**src/rtl/uart_tx_scheduler.sv**
```systemverilog
// uart_tx_scheduler: round-robin arbiter sharing one UART transmitter with per-requester baud and data.
module uart_tx_scheduler #(
  parameter int NREQ = 4,
  parameter int SETTLE_CYC = 16,
  parameter int TIMEOUT_CYC = 200000
) (
  input  logic              clk,
  input  logic              rst,
  input  logic [NREQ-1:0]   req,
  input  logic [NREQ*8-1:0] req_data,
  input  logic [NREQ*17-1:0] req_baud,
  output logic [NREQ-1:0]   gnt,
  output logic [NREQ-1:0]   done,
  output logic [NREQ-1:0]   err,
  output logic [16:0]       baud,
  output logic              tx_start,
  output logic [7:0]        tx_data,
  input  logic              tx_busy,
  input  logic              tx_done,
  output logic              busy
);
  localparam int IW = NREQ > 1 ? $clog2(NREQ) : 1;
  localparam int CMAX = SETTLE_CYC > TIMEOUT_CYC ? SETTLE_CYC : TIMEOUT_CYC;
  localparam int CW = $clog2(CMAX + 1);
  typedef enum logic [2:0] {IDLE, CFG, START, WAIT, DONE} state_t;
  state_t state, state_n;
  logic [CW-1:0] cnt;
  logic [IW-1:0] last_gnt, cur, pick, pick_lo, pick_hi;
  logic [7:0] sel_data;
  logic [16:0] raw_baud, sel_baud;
  logic found_hi, settled, expired;
  // Two-pass search: lowest requester above last_gnt, else lowest overall.
  always_comb begin
    pick_lo = '0;
    pick_hi = '0;
    found_hi = 1'b0;
    for (int i = NREQ - 1; i >= 0; i--) begin
      if (req[i]) pick_lo = IW'(i);
      if (req[i] && i > int'(last_gnt)) begin
        pick_hi = IW'(i);
        found_hi = 1'b1;
      end
    end
    pick = found_hi ? pick_hi : pick_lo;
    sel_data = '0;
    raw_baud = '0;
    for (int i = 0; i < NREQ; i++) begin
      if (pick == IW'(i)) begin
        sel_data = req_data[8*i +: 8];
        raw_baud = req_baud[17*i +: 17];
      end
    end
    sel_baud = raw_baud inside {17'd4800, 17'd9600, 17'd14400, 17'd19200,
                                17'd38400, 17'd57600, 17'd115200, 17'd128000} ? raw_baud : 17'd9600;
  end
  assign settled = cnt == CW'(SETTLE_CYC - 1);
  assign expired = cnt == CW'(TIMEOUT_CYC - 1);
  always_comb begin
    state_n = state;
    case (state)
      IDLE:    state_n = |req ? (sel_baud == baud ? START : CFG) : IDLE;
      CFG:     state_n = settled ? START : CFG;
      START:   state_n = tx_busy ? START : WAIT;
      WAIT:    state_n = tx_done ? DONE : (expired ? IDLE : WAIT);
      DONE:    state_n = IDLE;
      default: state_n = IDLE;
    endcase
  end
  assign tx_start = state == START && !tx_busy;
  assign done = state == DONE ? gnt : '0;
  assign err = state == WAIT && expired && !tx_done ? gnt : '0;
  assign busy = state != IDLE;
  always_ff @(posedge clk) begin
    if (rst) begin
      state <= IDLE;
      cnt <= '0;
      gnt <= '0;
      cur <= '0;
      last_gnt <= IW'(NREQ - 1);
      tx_data <= '0;
      baud <= 17'd9600;
    end else begin
      state <= state_n;
      cnt <= state_n != state ? '0 : cnt + 1'b1;
      if (state == IDLE && |req) begin
        gnt <= NREQ'(1) << pick;
        cur <= pick;
        tx_data <= sel_data;
        baud <= sel_baud;
      end
      if (state != IDLE && state_n == IDLE) begin
        gnt <= '0;
        last_gnt <= cur;
      end
    end
  end
endmodule

```
**config.mk**
```make
export PLATFORM = sky130hd
export DESIGN_NAME = uart_tx_scheduler
export DESIGN_NICKNAME = d
export VERILOG_FILES = /design/src/rtl/uart_tx_scheduler.sv
export SDC_FILE = /design/constraint.sdc
export NUM_CORES = 1
export LEC_CHECK = 0
export BUFFER_PORTS_ARGS = -buffer_cell sky130_fd_sc_hd__buf_2
export CORE_UTILIZATION = 30
export DETAILED_ROUTE_END_ITERATION = 12
export GPL_ROUTABILITY_DRIVEN = 0
export SYNTH_ARGS = -nofsm -noshare
export SYNTH_HDL_FRONTEND = slang
export SYNTH_SLANG_ARGS = --single-unit
```
**constraint.sdc**
```tcl
create_clock -name clk -period 6.1 [get_ports clk]
set_input_delay 0 -clock clk [delete_from_list [all_inputs] [get_ports clk]]
set_output_delay 0 -clock clk [all_outputs]
set_load 0.02 [all_outputs]
```
==> results.json, run 1 <==
{
  "drt_iter0_drc": 366,
  "die-area_um2": 12990,
  "setup_viol": 0,
  "nFillCells": 1309,
  "num_io_pins": 147,
  "postSynthCellCount": 489,
  "ys_ff_latch": 54,
  "routedWlPerCell_um": 16.10,
  "fin_crit_sh_pct": 72.83,
  "synth_ff_type": "dfxtp_1",
  "max_freq_mhz": 225.1,
  "p_int_mw": 0.9381,
  "yosysTopAreaCellShare_pct": 28.73,
  "status": "finished clean",
  "synth_compound_area_share_pct": 31.13,
  "min_period_ps": 4443,
  "max-slew-margin-rel_pct": 24.36,
  "worstPathMaxFanout": 22,
  "drive_above_1_share_pct": 29.97,
  "dieWidth_um": 114.0,
  "portBuffers": 146,
  "synth_nets": 598,
  "synth-seq-area-share_pct": 28.73,
  "clock_latency_ps": 290,
  "cts_tree": "done",
  "p_clk_share_pct": 18.9,
  "p_sw_mw": 0.7671,
  "synth_cell_types": 71,
  "finalMaxSlewViolations": 0,
  "final_cells": 783,
  "vias_per_cell": 5.363,
  "clock_path_buffers": 2,
  "syn_area_um2": 3762,
  "p_sw_share_pct": 44.99,
  "area_delta_synth_final_pct": 25.84,
  "h-tree-depth": 2,
  "firstDrtPassIters": 5,
  "die_y_um": 114.0,
  "yosysTopAreaCell": "dfxtp_1",
  "yosysWarnings": 0,
  "cts_resized": 0,
  "synthMuxAreaShare_pct": 0.7981,
  "grt_pass1_vias": 3996,
  "vias": 4199,
  "wl_um": 12610,
  "grt_pass1_wl_um": 20100,
  "layout_common_cells": "buf_2, nand2_1, nor2_1, dfxtp_1, a21oi_1",
  "grt_use_total_pct": 19.05,
  "synth_edf_count": 0,
  "core-area_um2": 12110,
  "pwr-share-seq_pct": 29.3,
  "dp_cells": 773,
  "grt.overflow.total": 0,
  "antenna_found_initial": 1,
  "synth.avg_cell_area_um2": 7.694,
  "ys_top_cells_by_area": "dfxtp_1, nand2_1, nor2_1",
  "cp.required_ps": 6330,
  "nNetsFinal": 722,
  "clkSinkCount": 54,
  "initial_core_util_pct": 31.06,
  "arrival_ps": 4670,
  "yosys.area_share.xor_xnor_pct": 4.656,
  "drcViolationCount": 0,
  "ant_nets": 0,
  "place_hpwl_um": 9833,
  "rows": 40,
  "hold_violations": 0,
  "clkSlewWorstSetupHoldPaths_ps": 80,
  "p_comb_share_pct": 51.8,
  "drv_cap": 0,
  "reg2reg_depth": 11,
  "vdd_drop_max_uv": 135.4,
  "criticalPathCategory": "flop to flop",
  "cellPowerDensity_nw_per_um2": 360.2,
  "fin_skew_ps": 11.22,
  "start_kind": "flop",
  "setup_tns_ps": 0,
  "synthAdderAreaFrac_pct": 0.3326,
  "root_buffer": "clkbuf_16",
  "whs_path_depth": 3,
  "synthSimpleGateAreaFrac_pct": 28.63,
  "hold_class": "input port to flop",
  "final_common_cell": "buf_2",
  "rsz0062_at_grt": "no",
  "p_leak_nw": 2.021,
  "synth_top_family_by_area": "compound AO/OA/AOI/OAI gates",
  "end_kind": "flop",
  "async_flop_share_pct": 0,
  "grt_start_max_net_pins": 42,
  "worst_slew_pin_slew_ps": 1135,
  "cts_inserted_buffers": 5
}
## Yosys cell counts (8+ instances only)
master / n
nand2_1: 58
dfxtp_1: 54
nor2_1: 54
a21oi_1: 29
and3_1: 27
a21boi_0: 18
clkbuf_1: 18
nand3_1: 18
xnor2_1: 13
inv_1: 11
o21ai_0: 10
o22ai_1: 10
a311o_1: 9
a211oi_1: 8
and2_1: 8
nor3_1: 8
o32a_1: 8
## state kept, by name (all words and copies together) (netlist names)
| register | cells |
|---|---|
| cnt | 18 |
| last_gnt | 2 |
| state | 3 |
| cur | 2 |
| gnt | 4 |
| tx_data | 8 |
| baud | 17 |
## through the flow
stage | area [um^2] | hold WS, ps | worst slack, ps | utilization (%) | total power, mW
6_report | 4735 | 16.73 | 1657 | 39.09 | 1.705
3_3_place_gp | 4552 | 276.3 | 2045 | 37.58 | 1.365
3_5_place_dp | 4552 | 272.7 | 1825 | 37.58 | 1.381
5_1_grt | 4732 | 39.66 | 1285 | 39.07 | 1.830
4_1_cts | 4732 | 21.27 | 1777 | 39.07 | 1.708
2_1_floorplan | 3762 | 87.17 | 2966 | - | 1.156
## what timing repair did
action                    CTS  global route
buffers inserted            0             0
hold endpoints to repair    1             0
hold buffers                1             0
## kinds of logic after synthesis
family          Yosys count
simple gates            216
flops                    54
fa+ha+maj                 1
buf+inv                  44
mux                       3
compound gates          151
xor+xnor                 20
## layout make-up
type                       instances  area [um^2]  area share (%)
antenna                            1        2.502         0.05285
clock buffer                       5        125.1           2.643
clock inverter                     3        45.04          0.9514
inverter                          12        45.04          0.9514
multi-input combinational        391         2470           52.17
sequential                        54         1081           22.83
tap                              168        210.2           4.440
timing repair buffer             149        755.7           15.96
## power by group through the flow
| stage | registers (mW) | clock network [mW] | logic, mW |
|---|---|---|---|
| floorplan | 0.533 | 0 | 0.623 |
| global placement | 0.504 | 0 | 0.860 |
| detailed placement | 0.507 | 0 | 0.874 |
| CTS | 0.499 | 0.330 | 0.879 |
| global route | 0.511 | 0.349 | 0.971 |
| finish | 0.499 | 0.322 | 0.884 |
## final timing paths
| path | slack [ps] | startpoint | end |
|---|---|---|---|
| worst max register to register | 1660 | last_gnt[1]$_SDFFE_PP1P_ | state[1]$_SDFF_PP0_ |
| worst min register to register | 450 | cnt[0]$_SDFF_PP0_ | cnt[0]$_SDFF_PP0_ |
| worst max-delay path | 1660 | last_gnt[1]$_SDFFE_PP1P_ | state[1]$_SDFF_PP0_ |
| worst min-delay path | 20 | req_data[25] | tx_data[1]$_SDFFE_PP0P_ |
## worst max-delay path: stages, from the launching register on
cell and delay [ps]:
dfxtp_1 610, nand2_1 90, a21oi_1 830, nor2_1 70, buf_4 260, o32ai_1 820, nor3_1 170, a41oi_1 600
a21oi_2 190, or3_1 370, a21oi_2 180, a32o_1 180
## layer usage
| metal | vias up | global-route usage [%] | part of all wire [%] |
|---|---|---|---|
| met3 | 18 | 3.879 | 7.7 |
| met1 | 1938 | 24.54 | 44 |
| met2 | 182 | 32.12 | 46 |
| met4 | 0 | 5.368 | 1.7 |
| met5 | - | 0 | 0 |
| li1 | 2061 | - | - |
No activity file was read; power rests on OpenSTA's default activity.
==> inputs of run 2 (changes only) <==
--- a/config.mk
+++ b/config.mk
@@ -5,6 +5,7 @@
 export SDC_FILE = /design/constraint.sdc
 export NUM_CORES = 1
 export LEC_CHECK = 0
+export ABC_AREA = 1
 export BUFFER_PORTS_ARGS = -buffer_cell sky130_fd_sc_hd__buf_2
 export CORE_UTILIZATION = 30
 export DETAILED_ROUTE_END_ITERATION = 12
==> constraint.sdc (replaced) <==
create_clock -name clk -period 4.3 [get_ports clk]
set_input_delay 0 -clock clk [delete_from_list [all_inputs] [get_ports clk]]
set_output_delay 0 -clock clk [all_outputs]
set_load 0.02 [all_outputs]
==> run 2 against run 1 <==
Net effect:
- fmax rose by 15%
- clock skew fell by 2.8 ps
- critical path type unchanged
- largest cell class unchanged
- core utilization fell by 1.2 points
- non-clock buffer count rose by 11
- synthesized cell count rose by 44%
- clock power rose by 29%
==> results.json, run 2 <==
{
  "synth_ff_type": "dfxtp_1",
  "drcViolationCount": 0,
  "wl_um": 14110,
  "area_delta_synth_final_pct": 23.89,
  "synth-seq-area-share_pct": 24.43,
  "criticalPathCategory": "flop to flop",
  "portBuffers": 146,
  "routedWlPerCell_um": 13.74,
  "synth_nets": 811,
  "crit_path_max_incr_delay_ps": 340,
  "dieWidth_um": 123.5,
  "min_period_ps": 3866,
  "timing.rr.start": "last_gnt[0]$_SDFFE_PP1P_",
  "drv_cap": 0,
  "root_buffer": "clkbuf_16",
  "layout_common_cells": "nand2_1, buf_2, nand3_1, nor2_1, inv_1",
  "p_leak_nw": 2.736,
  "async_flop_share_pct": 0,
  "setup_viol": 0,
  "vias": 5008,
  "clkSinkCount": 54,
  "largestRegisters": "cnt (18), baud (17), tx_data (8)",
  "clock_path_buffers": 2,
  "status": "finished clean",
  "register_area_um2": 1081,
  "synth_cell_types": 41,
  "critPathMostFrequentCell": "nand2_1",
  "core-area_um2": 14480,
  "synth_most_common_cell": "nand2_1",
  "rows": 44,
  "path_delay_family": "simple AND/OR/NAND/NOR gates",
  "die-area_um2": 15240,
  "nNetsFinal": 951,
  "multi_input_area_um2": 2804,
  "hold_start": "req_data[25]",
  "antenna_found_initial": 0,
  "hold_class": "input port to flop",
  "final_common_cell": "nand2_1",
  "ys_ff_latch": 54,
  "arrival_ps": 4050,
  "grt_pass1_wl_um": 22060,
  "max-slew-margin-rel_pct": 62.16,
  "fin_skew_ps": 8.451,
  "num_io_pins": 147,
  "setup_tns_ps": 0,
  "cellPowerDensity_nw_per_um2": 714.9,
  "worst_path_max_delay_cell": "dfxtp_1",
  "grt_start_max_net_pins": 43,
  "syn_area_um2": 4425,
  "grt_pass1_vias": 4530,
  "synth.avg_cell_area_um2": 6.304,
  "startpoint": "last_gnt[0]$_SDFFE_PP1P_",
  "die_y_um": 123.5,
  "place_hpwl_um": 11240,
  "end_kind": "flop",
  "worstPathMaxFanout": 17,
  "ant_nets": 0,
  "fin_area_um2": 5483,
  "hold_violations": 0,
  "postSynthCellCount": 702,
  "cts_inserted_buffers": 5,
  "ys_top_cells_by_area": "dfxtp_1, nand2_1, nand3_1",
  "largest_reg_flops": 18,
  "clkSlewWorstSetupHoldPaths_ps": 70,
  "diodes": 0,
  "yosysTopAreaCellShare_pct": 24.43,
  "vias_per_cell": 4.876,
  "initial_core_util_pct": 30.57,
  "yosysTopAreaCell": "dfxtp_1",
  "drive_above_1_share_pct": 29.06,
  "firstDrtPassIters": 5,
  "synth_edf_count": 0,
  "vdd_drop_max_uv": 291.3,
  "fin_crit_sh_pct": 89.91,
  "cts_tree": "done",
  "synth_commonest_cells": "nand2_1, nand3_1, nor2_1",
  "grt_use_total_pct": 18.65,
  "place_area_um2": 5248,
  "grt.overflow.total": 0,
  "yosysWarnings": 0,
  "largest_register": "cnt",
  "h-tree-depth": 2,
  "cp.required_ps": 4480,
  "crit_cells": 29,
  "drt_iter0_drc": 281,
  "worst_slew_pin_slew_ps": 566.9,
  "clock_latency_ps": 300,
  "finalMaxSlewViolations": 0,
  "reg2reg_depth": 29,
  "nFillCells": 1567,
  "rsz0062_at_grt": "no",
  "start_kind": "flop",
  "max_freq_mhz": 258.6,
  "path_buf_inv": 3,
  "whs_path_depth": 3
}
run 2: cell count changes after synthesis, sizes merged, moves of 11 or more:
| cell | before | now |
|---|---|---|
| nor2 | 56 | 102 |
| nand2 | 61 | 185 |
| nand4 | 6 | 27 |
| and3 | 27 | 0 |
| a21boi | 19 | 0 |
| nand3 | 19 | 111 |
| inv | 11 | 88 |
| a21oi | 32 | 21 |
| nor3 | 10 | 30 |
run 2: stage by stage:
stage	util [%]	power [mW]	cells	hold slack [ps]	setup slack (ps)
2_1_floorplan	-	2.825	702	86.58	1187
3_3_place_gp	36.24	3.422	1011	300.2	387.1
3_5_place_dp	36.24	3.410	1011	304.5	322.1
4_1_cts	37.47	3.839	1022	6.786	298.8
5_1_grt	37.87	4.257	1027	29.93	33.31
6_report	37.87	3.919	1027	9.724	433.7
run 2: power breakdown:
group	leakage (nW)	total (mW)	switching (mW)	internal [mW]
Clock	0.0739	0.415	0.183	0.232
Combinational	2.22	2.78	1.93	0.850
Sequential	0.440	0.726	0.0992	0.627
run 2: final timing paths:
kind                              to  slack (ps)
min          tx_data[1]$_SDFFE_PP0P_          10
max                cnt[5]$_SDFF_PP0_         430
min reg2reg  tx_data[3]$_SDFFE_PP0P_         460
max reg2reg        cnt[5]$_SDFF_PP0_         430
run 2: area by class of cell:
cell class | instances | share of cell area [%]
inverter | 89 | 6.184
timing repair buffer | 160 | 16.07
clock buffer | 7 | 2.602
multi-input combinational | 532 | 51.14
sequential | 54 | 19.72
tap | 184 | 4.199
clock inverter | 1 | 0.09128
run 2: worst reg2reg max path, delay by kind of cell, from the launching register on:
| kind | cells | cell delay [ps] |
|---|---|---|
| AOI/OAI and AO/OA | 1 | 120 |
| DFF | 1 | 340 |
| and+or+nand+nor | 25 | 3020 |
| buffers and inverters | 3 | 250 |
run 2: kinds of logic (layout without fill, tap and decap cells):
logic type                 after synthesis  count (layout)  share of synthesized area (%)
DFF                                     54              54                          24.43
xor gates and xnor gates                18              18                          3.562
adders and majority gates                1               1                         0.2827
buffers and inverters                  116             257                          12.58
AOI/OAI and AO/OA                       47              47                          6.164
and+or+nand+nor                        466             466                          52.98
run 2: repair_timing:
action,in CTS,in global routing
hold endpoints to repair,3,0
setup endpoints to repair,0,24
gates resized for setup,0,3
hold buffers,3,0
setup buffers,0,5
run 2: layer usage:
metal	vias up	global-route usage, %	wire length, um
li1	2553	-	-
met5	-	0	0
met1	2285	24.22	6377
met4	0	6.476	365
met2	144	31.11	6669
met3	26	2.952	698
